[src/rtl/pipeline_ctrl_pkg.sv]
// Shared definitions for the pipeline stall/flush sequencer.
// Stage bit indices, canned stall vectors and controller FSM states.
package pipeline_ctrl_pkg;

  localparam int StallBus = 6;

  localparam int StallPC  = 0;
  localparam int StallIF  = 1;
  localparam int StallID  = 2;
  localparam int StallEX  = 3;
  localparam int StallMEM = 4;
  localparam int StallWB  = 5;

  localparam logic [StallBus-1:0] StallVecMem  = 6'b011111;
  localparam logic [StallBus-1:0] StallVecEx   = 6'b001111;
  localparam logic [StallBus-1:0] StallVecId   = 6'b000111;
  localparam logic [StallBus-1:0] StallVecIf   = 6'b000011;
  localparam logic [StallBus-1:0] StallVecNone = 6'b000000;

  typedef enum logic {
    CtrlRun  = 1'b0,
    CtrlHold = 1'b1
  } ctrl_state_e;

endpackage

[src/rtl/pipeline_ctrl_stall_prio_enc.sv]
// Priority encoder: four stall requests -> freeze vector.
// The deepest requesting stage wins; WB is never frozen.
module stall_prio_enc
  import pipeline_ctrl_pkg::*;
(
  input  logic                req_if_i,
  input  logic                req_id_i,
  input  logic                req_ex_i,
  input  logic                req_mem_i,
  output logic [StallBus-1:0] stall_o
);

  // Deepest stage first: freezing it must also freeze everything upstream.
  always_comb begin
    stall_o = StallVecNone;
    if (req_mem_i) begin
      stall_o = StallVecMem;
    end else if (req_ex_i) begin
      stall_o = StallVecEx;
    end else if (req_id_i) begin
      stall_o = StallVecId;
    end else if (req_if_i) begin
      stall_o = StallVecIf;
    end
  end

endmodule

[src/rtl/pipeline_ctrl.sv]
// Stall/flush sequencer for the 5-stage RV32 pipeline.
// Optional stall watchdog: define PIPE_CTRL_WDT_EN.
module pipeline_ctrl
  import pipeline_ctrl_pkg::*;
#(
  parameter int ADDR_W    = 32,
  parameter int CNT_W     = 32,
  parameter int WDT_LIMIT = 1024
) (
  input  logic                clk,
  input  logic                rst,
  input  logic                stallreq_if,
  input  logic                stallreq_id,
  input  logic                stallreq_ex,
  input  logic                stallreq_mem,
  input  logic                branch_flag,
  input  logic [ADDR_W-1:0]   branch_target,
  output logic [StallBus-1:0] stall,
  output logic                flush_if_id,
  output logic                flush_id_ex,
  output logic                redirect_valid,
  output logic [ADDR_W-1:0]   redirect_pc,
  output logic [CNT_W-1:0]    stall_cycles,
  output logic                stall_timeout
);

  logic [StallBus-1:0] stall_raw;
  ctrl_state_e         state_q, state_d;
  logic [ADDR_W-1:0]   held_q, held_d;
  logic [CNT_W-1:0]    stall_cycles_q;
  logic                fif, fie, rv;
  logic [ADDR_W-1:0]   rpc;
  logic                accept;

  stall_prio_enc u_enc (
    .req_if_i  (stallreq_if),
    .req_id_i  (stallreq_id),
    .req_ex_i  (stallreq_ex),
    .req_mem_i (stallreq_mem),
    .stall_o   (stall_raw)
  );

  // A branch only counts when EX is advancing; otherwise EX re-presents it.
  assign accept = branch_flag && !stall_raw[StallEX];

  // Redirect FSM: redirect now, or park the target until PC is free.
  always_comb begin
    state_d = state_q;
    held_d  = held_q;
    fif     = 1'b0;
    fie     = 1'b0;
    rv      = 1'b0;
    rpc     = branch_target;
    unique case (state_q)
      CtrlRun: begin
        if (accept) begin
          fif = 1'b1;
          fie = 1'b1;
          if (!stall_raw[StallPC]) begin
            rv = 1'b1;
          end else begin
            held_d  = branch_target;
            state_d = CtrlHold;
          end
        end
      end
      CtrlHold: begin
        fif = 1'b1;
        rpc = held_q;
        if (!stall_raw[StallPC]) begin
          rv      = 1'b1;
          state_d = CtrlRun;
        end
      end
      default: state_d = CtrlRun;
    endcase
  end

  // FSM state and parked redirect target.
  always_ff @(posedge clk or posedge rst) begin
    if (rst) begin
      state_q <= CtrlRun;
      held_q  <= '0;
    end else begin
      state_q <= state_d;
      held_q  <= held_d;
    end
  end

  // Saturating count of cycles in which the PC was frozen.
  always_ff @(posedge clk or posedge rst) begin
    if (rst) begin
      stall_cycles_q <= '0;
    end else if (stall_raw[StallPC] && (stall_cycles_q != '1)) begin
      stall_cycles_q <= stall_cycles_q + 1'b1;
    end
  end

`ifdef PIPE_CTRL_WDT_EN
  localparam int WdtW = $clog2(WDT_LIMIT + 1) + 1;

  logic [WdtW-1:0] wdt_q;
  logic            timeout_q;

  // Run length of the current stall; sticky flag once it hits the limit.
  always_ff @(posedge clk or posedge rst) begin
    if (rst) begin
      wdt_q     <= '0;
      timeout_q <= 1'b0;
    end else if (!stall_raw[StallPC]) begin
      wdt_q <= '0;
    end else begin
      if (wdt_q < WdtW'(WDT_LIMIT)) begin
        wdt_q <= wdt_q + 1'b1;
      end
      if (wdt_q + 1'b1 >= WdtW'(WDT_LIMIT)) begin
        timeout_q <= 1'b1;
      end
    end
  end

  assign stall_timeout = timeout_q && !rst;
`else
  logic unused_wdt;
  assign unused_wdt    = ^WDT_LIMIT;
  assign stall_timeout = 1'b0;
`endif

  assign stall          = rst ? '0 : stall_raw;
  assign flush_if_id    = fif && !rst;
  assign flush_id_ex    = fie && !rst;
  assign redirect_valid = rv && !rst;
  assign redirect_pc    = rst ? '0 : rpc;
  assign stall_cycles   = rst ? '0 : stall_cycles_q;

  // A branch resolving while a redirect is parked would be lost.
  a_no_branch_in_hold : assert property (
    @(posedge clk) disable iff (rst)
      !(state_q == CtrlHold && branch_flag)
  ) else $error("branch_flag asserted while redirect pending");

endmodule

[config.mk]
export PLATFORM = sky130hd
export DESIGN_NAME = pipeline_ctrl
export DESIGN_NICKNAME = d
export VERILOG_FILES = /design/src/rtl/pipeline_ctrl_pkg.sv /design/src/rtl/pipeline_ctrl_stall_prio_enc.sv /design/src/rtl/pipeline_ctrl.sv
export SDC_FILE = /design/constraint.sdc
export NUM_CORES = 1
export LEC_CHECK = 0
export CAP_MARGIN = 30
export CORE_ASPECT_RATIO = 0.8
export CORE_MARGIN = 3
export CORE_UTILIZATION = 42
export CTS_BUF_LIST = sky130_fd_sc_hd__clkbuf_16
export DETAILED_ROUTE_END_ITERATION = 7
export PLACE_DENSITY = 0.74
export SLEW_MARGIN = 25
export SYNTH_ARGS = -nofsm -noshare
export SYNTH_HDL_FRONTEND = slang
export SYNTH_SLANG_ARGS = --single-unit
[constraint.sdc]
create_clock -name clk -period 2.4 [get_ports clk]
set_input_delay 0.48 -clock clk [delete_from_list [all_inputs] [get_ports clk]]
set_output_delay 0.48 -clock clk [all_outputs]
set_load 0.05 [all_outputs]
* After elaboration in Yosys (flattened, before gate mapping)
Cells that the tools add are included.
Word-level totals: word-level logic and storage cells 31, output and inout port bits 74, register bits after elaboration 65, input port bits 39
Cells by class: $add $sub $neg 1, eq/ne operators 1, reductions and logical operators 8, bitwise gates (word level) 1, multiplexer cells 17
Operators by type and width (number):
- 32-bit 2-to-1 mux | 3
- 32-bit by 1-bit adder with 32-bit output, second input constant | 1
- 32-bit != test, second input constant | 1
- 6-bit 2-to-1 mux | 4
- 1-bit 2-to-1 mux | 6
- 1-bit case mux with 2 select lines | 3
- 1-bit logical AND | 5
- 3-bit AND reduction | 1
- 1-bit zero test | 2
- 2-bit 2-to-1 mux | 1
- 1-bit NOT | 1

* Depth between registers and ports, before layout
word-level depth 9, depth in mapped cells 6, mapped depth without buffers 6

* Hierarchy
A second synthesis with hierarchy kept.
Second synthesis, totals: cells, all modules 349, area, all modules 3643.5 sq um
By module, submodules not included:
- pipeline_ctrl | cells an instance 342, area an instance 3597.2 sq um, seq. area each 1626.6 sq um, times used 1
- stall_prio_enc | cells an instance 7, area an instance 46.3 sq um, seq. area each 0.0 sq um, times used 1

* Least setup slack after synthesis
No wires, ideal clock.
path kind flip-flop to output port, start register state_q, end output flush_id_ex, cell stages (with the launch flop) 4, required time 1.920 ns, arrival time 1.966 ns, setup slack -0.046 ns, path buffers 2, cells stage by stage dfrtp_1 -> clkbuf_1 -> clkbuf_1 -> nor3_1
Between the ends: word-level cells in the longest chain between the ends 2
Ends and longest elaborated chain:
- start, declared | RTL line pipeline_ctrl.sv:28 | ctrl_state_e state_q, state_d;
- start signal, assigned | RTL line pipeline_ctrl.sv:82 | state_q <= CtrlRun;
- start signal, assigned | RTL line pipeline_ctrl.sv:85 | state_q <= state_d;
- 1-bit 2-to-1 mux | RTL line pipeline_ctrl.sv:54 | unique case (state_q)
- 1-bit logical AND | RTL line pipeline_ctrl.sv:131 | assign flush_id_ex = fie && !rst;
- end, declared | RTL line pipeline_ctrl.sv:20 | output logic flush_id_ex,
No other way between the ends.

* Worst setup path after layout
start input stallreq_mem, end output redirect_valid
Between the ends: word-level cells in the longest chain between the ends 6, elaborated cells on any way between the ends 7, classes of those cells mux: 4; reduce/logical: 3
Ends and longest elaborated chain:
- start, declared | RTL line pipeline_ctrl.sv:15 | input logic stallreq_mem,
- 6-bit 2-to-1 mux * | RTL line pipeline_ctrl_stall_prio_enc.sv:16 | if (req_mem_i) begin
- 1-bit zero test | RTL line pipeline_ctrl.sv:44 | assign accept = branch_flag && !stall_raw[StallEX];
- 1-bit logical AND | RTL line pipeline_ctrl.sv:44
- 1-bit 2-to-1 mux | RTL line pipeline_ctrl.sv:56 | if (accept) begin
- 1-bit case mux with 2 select lines * | RTL line pipeline_ctrl.sv:54
- 1-bit logical AND * | RTL line pipeline_ctrl.sv:132 | assign redirect_valid = rv && !rst;
- end, declared | RTL line pipeline_ctrl.sv:21 | output logic redirect_valid,
Mark *: on every way between the ends. The rest lies on a longest branch, timed or not.

==> results.ini <==
[run_status]
status=complete, no violations

[synth]
post-synth-top-area-fraction_pct=46.1
synth_area_per_cell_sq_um=10.6
yosysSeqAreaShare_pct=46.1
synth_cells=333
synth_cell_type_count=33
synth_seq_cells=65
syn_area_sq_um=3530
yosys.area.top_type=dfrtp_1
yosys_warnings=0
synth_area_leaders=dfrtp_1 46%, mux2_2 9.9%, mux2i_1 9.1%, nor2b_1 5.5%, nor2_1 5.3%

[final_layout]
area_delta_synth_final_pct=62.5
final_common_cell=dfrtp_1
fin_nets=497
final_layout_size_suffix_gt1_share_pct=34.0
nFillCells=575
diodes=0
mostFrequentLayoutCells=63 x dfrtp_1, 62 x buf_12, 49 x nor2_1

[timing]
layout_min_cycle_time_ns=2.33
tns_ns=0
hold_viol=0
fin_skew_ns=0.00621
fin_crit_sh_pct=97.2
timing.hold.ws_ns=0.491
finalSetupViolations=0
fmax_ghz=0.429
worst_pin_slew_ns=0.622
rsz0062_at_grt=no
maxSlewViolCount=0
slew_headroom_pct=58.5

[pwr]
combPwrFrac_pct=38.6
seq_power_share_pct=33.6
power.density_nw_per_um2=809
p_leak_uw=0.00253
clkPwrFrac_pct=27.8
switching_share_pct=35.4
p_int_uw=3000
vdd_ir_drop_max_mv=0.628
switchingPower_uw=1650

[floorplan]
rows=29
die_w_um=109
pin_count=113
die_area_sq_um=9550
fp.dieH_um=88.0
core_sq_um=8060
start_util_pct=43.8

[global_routing]
grt_pass1_vias=3139
antenna_found_initial=0
global_route.usage.total_pct=21.8
grt_pass1_wl_um=16000
overflow=0
grt_max_degree=32

[drt]
vias_per_cell=5.22
post_drt_wl_per_cell_um=17.1
vias=2974
drt_pre_antenna_iters=4
drc=0
drt-total-wl_um=9740
ant_nets=0
first_iter_violations=149

[clock_network]
clk_path_buf_depth=2
cts.hold.buffers_added=0
ctsRootBufferMaster=clkbuf_16
htreeDepth=3
cts.reportedPaths.clkPinSlew_ns=0.05
tritoncts=done
cts_buffers=9
clock-sinks=65
clock_latency_ns=0.33

[worst_setup_path]
arrival_ns=1.85
cp-start-kind=input pin
cp-end-kind=output port
cp.required_ns=1.92
crit_type=input pin to output port
crit_fanout=4

[placed_design]
dpl.hpwl_um=7320
port_buffers=110
place_congestion=0.879

[worst_hold_path]
min_path_type=flop to flop

[job]
max-cap-violations=0

-- critical path, stage by stage --
cell,delay (ns)
clkdlybuf4s50_1,0.51
buf_4,0.14
nor2_2,0.05
a21oi_1,0.27
nor3_1,0.08
buf_4,0.17
buf_12,0.14
-- sequential cells by signal, indices dropped and copies added (netlist names) --
| register | flops |
|---|---|
| held_q | 32 |
| state_q | 1 |
| stall_cycles_q | 32 |
-- cell families (layout without fill, tap and decap cells) --
kind of cell             Yosys count  in the layout  synth area share, %
flip-flops                        65             65                 46.1
other                              1              2                0.106
AO/OA/AOI/OAI                      5              5                 1.17
buffers and inverters             24            152                 3.19
adder cells (fa/ha/maj)            1              1                0.354
AND/OR/NAND/NOR                  142            142                 22.0
multiplexers                      66             66                 19.9
XOR/XNOR                          29             29                 7.19
-- power by group through the flow --
stage	clock, uW	sequential, uW	combinational [uW]
finish	1290	1560	1790
global route	1360	1600	1880
CTS	1310	1550	1810
floorplan	0	1500	1090
detailed placement	0	1570	1800
global placement	0	1550	1750
-- Yosys cell counts (all sizes together) --
master	number
and4	2
or4b	2
nand3	9
ha	1
nand4	14
or3	2
xnor2	19
a21oi	2
a31oi	2
nor2	50
a211oi	1
buf	6
nand2	14
nor3	8
clkbuf	14
mux2i	32
conb	1
or4	1
nor2b	31
dfrtp	65
and3	5
mux2	34
xor2	10
nor4	4
inv	4
-- area by class of cell --
cell class,instances,area (sq um),area share [%]
Clock buffer,9,225,3.92
Sequential cell,65,1630,28.4
Inverter,4,18.8,0.327
Timing Repair Buffer,132,1860,32.4
Tap cell,108,135,2.35
Multi-Input combinational cell,245,1800,31.4
Clock inverter,7,71.3,1.24
-- timing repair --
item / CTS / global route
setup buffers: 0 / 0
resized for setup: 0 / 3
setup endpoints to repair: 0 / 3
-- worst paths after layout --
kind / slack, ns / startpoint / cells past startpoint / to
worst min register to register: 0.49 / stall_cycles_q[26] / 1 / stall_cycles_q[26]
min in group asynchronous: 0.53 / rst / 2 / held_q[24]
max in group asynchronous: 1.27 / rst / 3 / stall_cycles_q[19]
worst max register to register: 0.16 / stall_cycles_q[1] / 6 / stall_cycles_q[30]
worst max-delay path: 0.07 / stallreq_mem / 7 / redirect_valid
worst min-delay path: 0.49 / stall_cycles_q[26] / 1 / stall_cycles_q[26]
-- per-stage QoR --
| step | setup WS, ns | power, uW | cell area, sq um | utilization [%] | cells |
|---|---|---|---|---|---|
| global route | 0.00533 | 4840 | 5740 | 71.2 | 570 |
| global placement | 0.00756 | 3300 | 5430 | 67.5 | 554 |
| detailed placement | -0.0292 | 3370 | 5430 | 67.5 | 554 |
| floorplan | -0.0462 | 2580 | 3540 | - | 334 |
| finish | 0.0673 | 4640 | 5740 | 71.2 | 570 |
| CTS | 0.0182 | 4670 | 5730 | 71.1 | 570 |
-- layer usage --
layer  global-route usage [%]  part of all wire, %  wire length [um]  up-vias
li1                         -                    -                 -     1383
met3                     5.16                  4.2               405       18
met4                     7.34                  2.1               204        0
met1                     27.2                   41              3990     1487
met5                        0                    0                 0        -
met2                     37.5                   53              5140       86
Note: power is estimated with default switching activity, not from simulation.
